File: src/rtl/pkt_receiver.sv
// Receives framed packets from a router output FIFO: header, payload bytes, then a parity byte.
// Latency: each byte appears on the outputs two cycles after the cycle in which it was read (re=1).
// Backpressure: no new reads while sink_ready is low; a byte already read is still presented; a long stall aborts the packet.
module pkt_receiver #(
  parameter logic [1:0]  PORT_ID    = 2'd0,
  parameter int unsigned WAIT_LIMIT = 29
) (
  input  logic        clk,
  input  logic        rst,
  input  logic        vld_in,
  input  logic [7:0]  data_in,
  input  logic        sink_ready,
  output logic        re,
  output logic        pkt_start,
  output logic [5:0]  pkt_len,
  output logic        pkt_addr_err,
  output logic [7:0]  pkt_data,
  output logic        pkt_data_valid,
  output logic        pkt_end,
  output logic        pkt_err,
  output logic        abort,
  output logic [15:0] pkt_count,
  output logic [7:0]  err_count,
  output logic        busy
);

  localparam int STALL_W = $clog2(WAIT_LIMIT + 1);
  localparam logic [STALL_W-1:0] STALL_LAST = STALL_W'(WAIT_LIMIT - 1);

  typedef enum logic [1:0] {S_IDLE, S_HDR, S_PAYLOAD, S_FLUSH} state_t;

  state_t               state_q, state_d;
  logic                 rd_pend_q, rd_pend_d;     // a read was issued last cycle, byte is on data_in now
  logic [6:0]           rd_cnt_q, rd_cnt_d;       // reads issued in this packet after the header
  logic [6:0]           rx_cnt_q, rx_cnt_d;       // bytes captured in this packet after the header
  logic [6:0]           rem_q, rem_d;             // len + 1 (payload plus parity byte)
  logic [7:0]           parity_q, parity_d;
  logic [STALL_W-1:0]   stall_q, stall_d;
  logic                 pkt_start_q, pkt_start_d;
  logic [5:0]           pkt_len_q, pkt_len_d;
  logic                 pkt_addr_err_q, pkt_addr_err_d;
  logic [7:0]           pkt_data_q, pkt_data_d;
  logic                 pkt_data_valid_q, pkt_data_valid_d;
  logic                 pkt_end_q, pkt_end_d;
  logic                 pkt_err_q, pkt_err_d;
  logic                 abort_q, abort_d;
  logic [15:0]          pkt_count_q, pkt_count_d;
  logic [7:0]           err_count_q, err_count_d;
  logic                 re_c;
  logic                 end_now;

  // Next-state, read enable, capture, parity, stall and counter logic
  always_comb begin
    state_d          = state_q;
    rd_cnt_d         = rd_cnt_q;
    rx_cnt_d         = rx_cnt_q;
    rem_d            = rem_q;
    parity_d         = parity_q;
    stall_d          = '0;
    pkt_start_d      = 1'b0;
    pkt_len_d        = pkt_len_q;
    pkt_addr_err_d   = pkt_addr_err_q;
    pkt_data_d       = pkt_data_q;
    pkt_data_valid_d = 1'b0;
    pkt_end_d        = 1'b0;
    pkt_err_d        = 1'b0;
    abort_d          = 1'b0;
    pkt_count_d      = pkt_count_q;
    err_count_d      = err_count_q;
    re_c             = 1'b0;
    end_now          = 1'b0;

    case (state_q)
      S_IDLE: begin
        re_c = vld_in & sink_ready;
        if (re_c) state_d = S_HDR;
      end
      S_HDR: begin
        pkt_start_d    = 1'b1;
        pkt_len_d      = data_in[7:2];
        pkt_addr_err_d = (data_in[1:0] != PORT_ID);
        parity_d       = data_in;
        rem_d          = {1'b0, data_in[7:2]} + 7'd1;
        rd_cnt_d       = '0;
        rx_cnt_d       = '0;
        state_d        = S_PAYLOAD;
      end
      S_PAYLOAD: begin
        re_c = vld_in & sink_ready & (rd_cnt_q < rem_q);
        if (re_c) rd_cnt_d = rd_cnt_q + 7'd1;
        if (rd_pend_q) begin
          if (rx_cnt_q + 7'd1 == rem_q) begin
            // Parity byte closes the packet
            end_now   = 1'b1;
            pkt_end_d = 1'b1;
            pkt_err_d = (data_in != parity_q);
            if ((data_in != parity_q) || pkt_addr_err_q) begin
              if (err_count_q != 8'hFF) err_count_d = err_count_q + 8'd1;
            end else begin
              if (pkt_count_q != 16'hFFFF) pkt_count_d = pkt_count_q + 16'd1;
            end
            state_d = S_IDLE;
          end else begin
            pkt_data_d       = data_in;
            pkt_data_valid_d = 1'b1;
            parity_d         = parity_q ^ data_in;
            rx_cnt_d         = rx_cnt_q + 7'd1;
          end
        end
      end
      S_FLUSH: begin
        if (!vld_in) state_d = S_IDLE;
      end
      default: state_d = S_IDLE;
    endcase

    // Stall timeout only while waiting to read; completing a packet takes priority
    if ((state_q == S_IDLE || state_q == S_PAYLOAD) && vld_in && !re_c) begin
      if (stall_q == STALL_LAST && !end_now) begin
        abort_d = 1'b1;
        if (err_count_q != 8'hFF) err_count_d = err_count_q + 8'd1;
        state_d = S_FLUSH;
      end else begin
        stall_d = stall_q + 1'b1;
      end
    end

    rd_pend_d = re_c;
  end

  // State and output registers, cleared asynchronously
  always_ff @(posedge clk or negedge rst) begin
    if (!rst) begin
      state_q          <= S_IDLE;
      rd_pend_q        <= 1'b0;
      rd_cnt_q         <= '0;
      rx_cnt_q         <= '0;
      rem_q            <= '0;
      parity_q         <= '0;
      stall_q          <= '0;
      pkt_start_q      <= 1'b0;
      pkt_len_q        <= '0;
      pkt_addr_err_q   <= 1'b0;
      pkt_data_q       <= '0;
      pkt_data_valid_q <= 1'b0;
      pkt_end_q        <= 1'b0;
      pkt_err_q        <= 1'b0;
      abort_q          <= 1'b0;
      pkt_count_q      <= '0;
      err_count_q      <= '0;
    end else begin
      state_q          <= state_d;
      rd_pend_q        <= rd_pend_d;
      rd_cnt_q         <= rd_cnt_d;
      rx_cnt_q         <= rx_cnt_d;
      rem_q            <= rem_d;
      parity_q         <= parity_d;
      stall_q          <= stall_d;
      pkt_start_q      <= pkt_start_d;
      pkt_len_q        <= pkt_len_d;
      pkt_addr_err_q   <= pkt_addr_err_d;
      pkt_data_q       <= pkt_data_d;
      pkt_data_valid_q <= pkt_data_valid_d;
      pkt_end_q        <= pkt_end_d;
      pkt_err_q        <= pkt_err_d;
      abort_q          <= abort_d;
      pkt_count_q      <= pkt_count_d;
      err_count_q      <= err_count_d;
    end
  end

  // Read enable is held off while reset is asserted so the FIFO is never popped during reset
  assign re             = re_c & rst;
  assign busy           = (state_q != S_IDLE);
  assign pkt_start      = pkt_start_q;
  assign pkt_len        = pkt_len_q;
  assign pkt_addr_err   = pkt_addr_err_q;
  assign pkt_data       = pkt_data_q;
  assign pkt_data_valid = pkt_data_valid_q;
  assign pkt_end        = pkt_end_q;
  assign pkt_err        = pkt_err_q;
  assign abort          = abort_q;
  assign pkt_count      = pkt_count_q;
  assign err_count      = err_count_q;

endmodule

File: config.mk
export PLATFORM = sky130hd
export DESIGN_NAME = pkt_receiver
export DESIGN_NICKNAME = d
export VERILOG_FILES = /design/src/rtl/pkt_receiver.sv
export SDC_FILE = /design/constraint.sdc
export NUM_CORES = 1
export LEC_CHECK = 0
export CORE_UTILIZATION = 60
export DETAILED_ROUTE_END_ITERATION = 12
export DONT_BUFFER_PORTS = 1
export PLACE_DENSITY = 0.75
export SYNTH_ARGS = -nofsm -noshare
export SYNTH_HDL_FRONTEND = slang
export SYNTH_SLANG_ARGS = --single-unit
File: constraint.sdc
create_clock -name clk -period 5.21 [get_ports clk]
set_input_delay 1.042 -clock clk [delete_from_list [all_inputs] [get_ports clk]]
set_output_delay 1.042 -clock clk [all_outputs]
set_load 0.02 [all_outputs]
==> reports/metrics.yaml, run 1 <==
dr.pass1.iters: 4
finalSetupViolations: 0
netlist_instances: 396
endpoint_kind: "output port"
worstPathCellList: "inv_1 > ha_1 > and4_1 > o21ai_0 > o221ai_1 > o21ai_0 > and2_1"
grt_usage_pct: 24.3
cts_hold_buffers: 0
required_ps: 4170
fillCellCount: 494
fin_crit_sh_pct: 69.9
syn_avg_cell_area_um2: 10.5
critPathLaunchType: "flop"
ys_dominant_reg_cell: "dfrtp_1"
crit_arrival_ps: 2600
ios: 58
path_clk_slew_ps: 80
port_buffers: 0
drt-vias-per-instance: 6.02
rsz0062_at_grt: "no"
clock_sinks: 81
antenna_found_initial: 0
area_growth_syn_to_layout_pct: 6.24
drv_cap: 0
max_slew.worst_pin.slew_ps: 1080
status: "finished clean"
tns_ps: 0
path_class: "flop to output port"
cts_tree: "done"
yosysSeqAreaShare_pct: 48.9
ctsResizeCount: 0
synth_edf_count: 0
via_count: 2865
die_w_um: 85.1
num_rows: 29
final_common_cell: "dfrtp_1"
drc: 0
p_leak_nw: 2.03
final_cell_mix: "dfrtp_1 (81), nor2_1 (38), xnor2_1 (27)"
whs_ps: 374
root_buffer: "clkbuf_8"
total_power_w: 0.00199
routed_wl_um: 7890
clock.fmax_ghz: 0.274
cp_slowest_stage_delay_ps: 660
dr.first_iter.drc_count: 172
post_cts_buffers: 0
nets: 423
die_y_um: 85.1
max-vdd-ir-drop_mv: 0.356
critical-path-slowest-cell: "o221ai_1"
overflow: 0
powerDensity_mw_per_mm2: 451
start_util_pct: 63.9
routedWlPerCell_um: 16.6
ys_ff_latch: 81
fin_skew_ps: 8.86
hpwl_um: 5500
cts.path.max_buffers: 2
clock_latency_ps: 350
coreArea_mm2: 0.00649
drv_slew: 0
syn_nets: 425
grt_max_degree: 83
crit_path_max_fanout: 12
timing.final.ws_setup_ps: 1570
cts_inserted_buffers: 9
htree_levels: 3
grt_pass1_wl_um: 13600
postRouteAntennaNets: 0
synthesis.area_mm2: 0.00415
dieArea_mm2: 0.00725
drive_gt1_share_pct: 9.77
grt_pass1_vias: 2862
holdCritPathClass: "primary input to asynchronous set/reset pin"
hold_viol: 0
yosys_warnings: 0
n_antenna_cell: 0
routabilityCongestion: 0.881
period_minus_slack_ps: 3640
yosysUniqueCellTypes: 42
post-place-ws_ps: 1950
crit_top_cell: "o21ai_0"
slew-limit-headroom_pct: 27.9
ys_async_sr_fraction_pct: 100
-- power breakdown --
part           internal, W  total [W]  switching (W)
Combinational     0.000214   0.000493       0.000279
Sequential        0.000766   0.000974       0.000207
Clock             0.000297   0.000522       0.000224
-- cell type report --
cell class	instances	area (um2)	area share, %
Sequential cell	81	2030	46.0
Multi-Input combinational cell	281	1980	44.8
Clock buffer	12	155	3.52
Tap cell	77	96.3	2.19
Inverter	21	78.8	1.79
Clock inverter	4	73.8	1.68
-- stage by stage --
| stage | cells | area, um2 | util (%) |
|---|---|---|---|
| after floorplan | 396 | 4150 | - |
| after global placement | 460 | 4180 | 64.3 |
| after detailed placement | 460 | 4180 | 64.3 |
| after CTS | 476 | 4410 | 67.8 |
| after global routing | 476 | 4410 | 67.8 |
| final | 476 | 4410 | 67.8 |
-- final timing paths --
path	start	to	depth (start not counted)	slack [ps]
min in group clk	stall_q[0]	stall_q[0]	1	500
worst min register to register	stall_q[0]	stall_q[0]	1	500
worst min-delay path	rst	stall_q[2]	0	370
max in group asynchronous	rst	pkt_len[2]	0	4700
worst max register to register	rx_cnt_q[0]	pkt_count[1]	7	2050
worst max-delay path	rem_q[3]	re	7	1570
-- cells in the mapped netlist (all sizes together) (4+ instances only) --
cell type / number / area (um2)
mux2: 19 / 214
and2: 9 / 56.3
dfrtp: 81 / 2030
ha: 17 / 213
clkbuf: 9 / 33.8
nand2: 23 / 86.3
o22ai: 4 / 25.0
o21ai: 16 / 80.1
a211oi: 8 / 65.1
nor2: 38 / 143
a21oi: 24 / 120
nand4: 11 / 68.8
nand3: 21 / 105
inv: 21 / 78.8
and3: 14 / 87.6
xor2: 11 / 96.3
xnor2: 27 / 236
buf: 4 / 32.5
-- logic make-up after synthesis --
group / count (synthesis) / synth area share (%)
xor+xnor: 39 / 8.57
simple gates: 132 / 16.2
buf+inv: 34 / 3.50
flops: 81 / 48.9
fa+ha+maj: 17 / 5.13
mux: 22 / 6.18
compound gates: 71 / 11.6
-- worst max-delay path, delay by kind of cell, from the launching register on --
kind            cells  cell delay (ps)
compound gates      3              980
fa+ha+maj           1              270
buf+inv             1               70
flops               1              480
simple gates        2              460
-- state kept, by name, summed over array words and instances (netlist names), 2 cells and up --
| signal | cells |
|---|---|
| stall_q | 5 |
| state_q | 2 |
| pkt_count | 16 |
| pkt_len | 6 |
| rd_cnt_q | 7 |
| parity_q | 8 |
| rx_cnt_q | 7 |
| err_count | 8 |
| rem_q | 7 |
| pkt_data | 8 |
-- per-layer routing --
layer	up-vias	wire length [um]	global-route usage (%)
li1	1382	-	-
met1	1396	3660	32.5
met2	73	3630	37.0
met3	14	399	7.00
met4	0	201	11.1
met5	-	0	0
Note: power is estimated with default switching activity, not from simulation.
==> inputs of run 2 (changes only) <==
clock period = 3.75 ns   (was 5.21 ns; I/O delays follow)
==> run 2 against run 1 <==
Against the previous run:
- global-route usage is 0.61 points higher
- total power grew 37%
- worst hold slack worse by 300 ps
- flip-flop and latch count is the same
- die area stayed put
- register-to-register slack lost 1300 ps
- sequential power is 39% higher
- combinational power rose by 42%
==> reports/metrics.yaml, run 2 (synthesis gave the netlist of run 1 again) <==
postRouteAntennaNets: 0
crit_path_max_fanout: 12
required_ps: 3000
grt_usage_pct: 24.9
area_growth_syn_to_layout_pct: 6.43
drv_slew: 0
port_buffers: 0
holdCritPathClass: "primary input to asynchronous set/reset pin"
rsz0062_at_grt: "no"
critPathBufInv: 1
crit_arrival_ps: 2630
hpwl_um: 5640
powerDensity_mw_per_mm2: 619
clock.fmax_ghz: 0.296
drv_cap: 0
antenna_found_initial: 0
grt_pass1_vias: 2910
worstSetupStartpoint: "rem_q[3]"
htree_levels: 3
endpoint_kind: "output port"
routabilityCongestion: 0.850
crit_family: "compound AO/OA/AOI/OAI gates"
root_buffer: "clkbuf_8"
clock_sinks: 81
largest_reg_flops: 16
sw_frac_of_total_pct: 36.6
coreArea_mm2: 0.00649
die_w_um: 85.1
max_slew.worst_pin.slew_ps: 844
dieArea_mm2: 0.00725
tns_ps: 0
drc: 0
cts_tree: "done"
worstPathCellList: "inv_1 > ha_1 > and4_1 > o21ai_0 > o221ai_1 > o21ai_0 > and2_1"
drt-vias-per-instance: 5.98
period_minus_slack_ps: 3380
critPathLaunchType: "flop"
total_power_w: 0.00273
cp_slowest_stage_delay_ps: 650
via_count: 2865
overflow: 0
start_util_pct: 63.9
grt_max_degree: 83
p_leak_nw: 2.04
reg2reg_depth: 7
finalSetupViolations: 0
cts_hold_buffers: 0
routed_wl_um: 8090
post_cts_buffers: 0
max-vdd-ir-drop_mv: 0.575
combPwrFrac_pct: 25.7
critical-path-slowest-cell: "o221ai_1"
path_class: "flop to output port"
hold_viol: 0
pwr-share-clk_pct: 24.8
slew-limit-headroom_pct: 43.7
cts.path.max_buffers: 2
drive_gt1_share_pct: 10.7
clock_latency_ps: 360
routedWlPerCell_um: 16.9
crit_top_cell: "o21ai_0"
fillCellCount: 490
n_antenna_cell: 0
path_clk_slew_ps: 80
fin_crit_sh_pct: 90.1
p_sw_w: 0.00100
internal_power_w: 0.00173
grt_pass1_wl_um: 13700
final_cell_mix: "dfrtp_1 (81), nor2_1 (38), xnor2_1 (27)"
nets: 426
ios: 58
num_rows: 29
dr.first_iter.drc_count: 125
cp.depth: 7
cts_inserted_buffers: 9
die_y_um: 85.1
ctsResizeCount: 0
p_seq_share_pct: 49.5
final_common_cell: "dfrtp_1"
dr.pass1.iters: 4
r2r-start: "rx_cnt_q[0]"
fin_skew_ps: 5.79
status: "finished clean"
## run 2: power groups by stage
stage	Clock (W)	Combinational, W	Sequential [W]
after floorplan	0	0.000568	0.00132
after global placement	0	0.000670	0.00136
after detailed placement	0	0.000698	0.00137
after CTS	0.000695	0.000701	0.00135
after global routing	0.000728	0.000795	0.00137
final	0.000678	0.000701	0.00135
## run 2: metal layers
| metal | part of all wire, % | track usage [%] |
|---|---|---|
| met3 | 5.4 | 7.00 |
| met1 | 46 | 32.0 |
| met5 | 0 | 0 |
| met4 | 2.2 | 11.1 |
| met2 | 47 | 39.5 |
## run 2: final cells by class
| cell class | count | area [um2] | area share, % |
|---|---|---|---|
| multi-input combinational | 281 | 1980 | 44.8 |
| inverter | 21 | 78.8 | 1.79 |
| sequential | 81 | 2030 | 45.9 |
| clock buffer | 12 | 165 | 3.74 |
| clock inverter | 4 | 48.8 | 1.11 |
| timing repair buffer | 3 | 22.5 | 0.510 |
| tap | 77 | 96.3 | 2.18 |
## run 2: final timing paths
kind	end	slack (ps)
max	re	370
min	stall_q[0]	80
max reg2reg	pkt_count[1]	730
min reg2reg	stall_q[0]	490
max in group asynchronous	rx_cnt_q[0]	3500
min in group clk	rem_q[0]	490
## run 2: per-stage QoR
step | instances | utilization [%] | worst slack, ps | hold WS, ps | area, um2
2_1_floorplan | 396 | - | 1100 | 454 | 4150
3_3_place_gp | 463 | 64.7 | 776 | 457 | 4200
3_5_place_dp | 463 | 64.7 | 729 | 457 | 4200
4_1_cts | 479 | 68.0 | 362 | 63.1 | 4410
5_1_grt | 479 | 68.0 | 58.6 | 51.6 | 4410
6_report | 479 | 68.0 | 372 | 75.8 | 4410
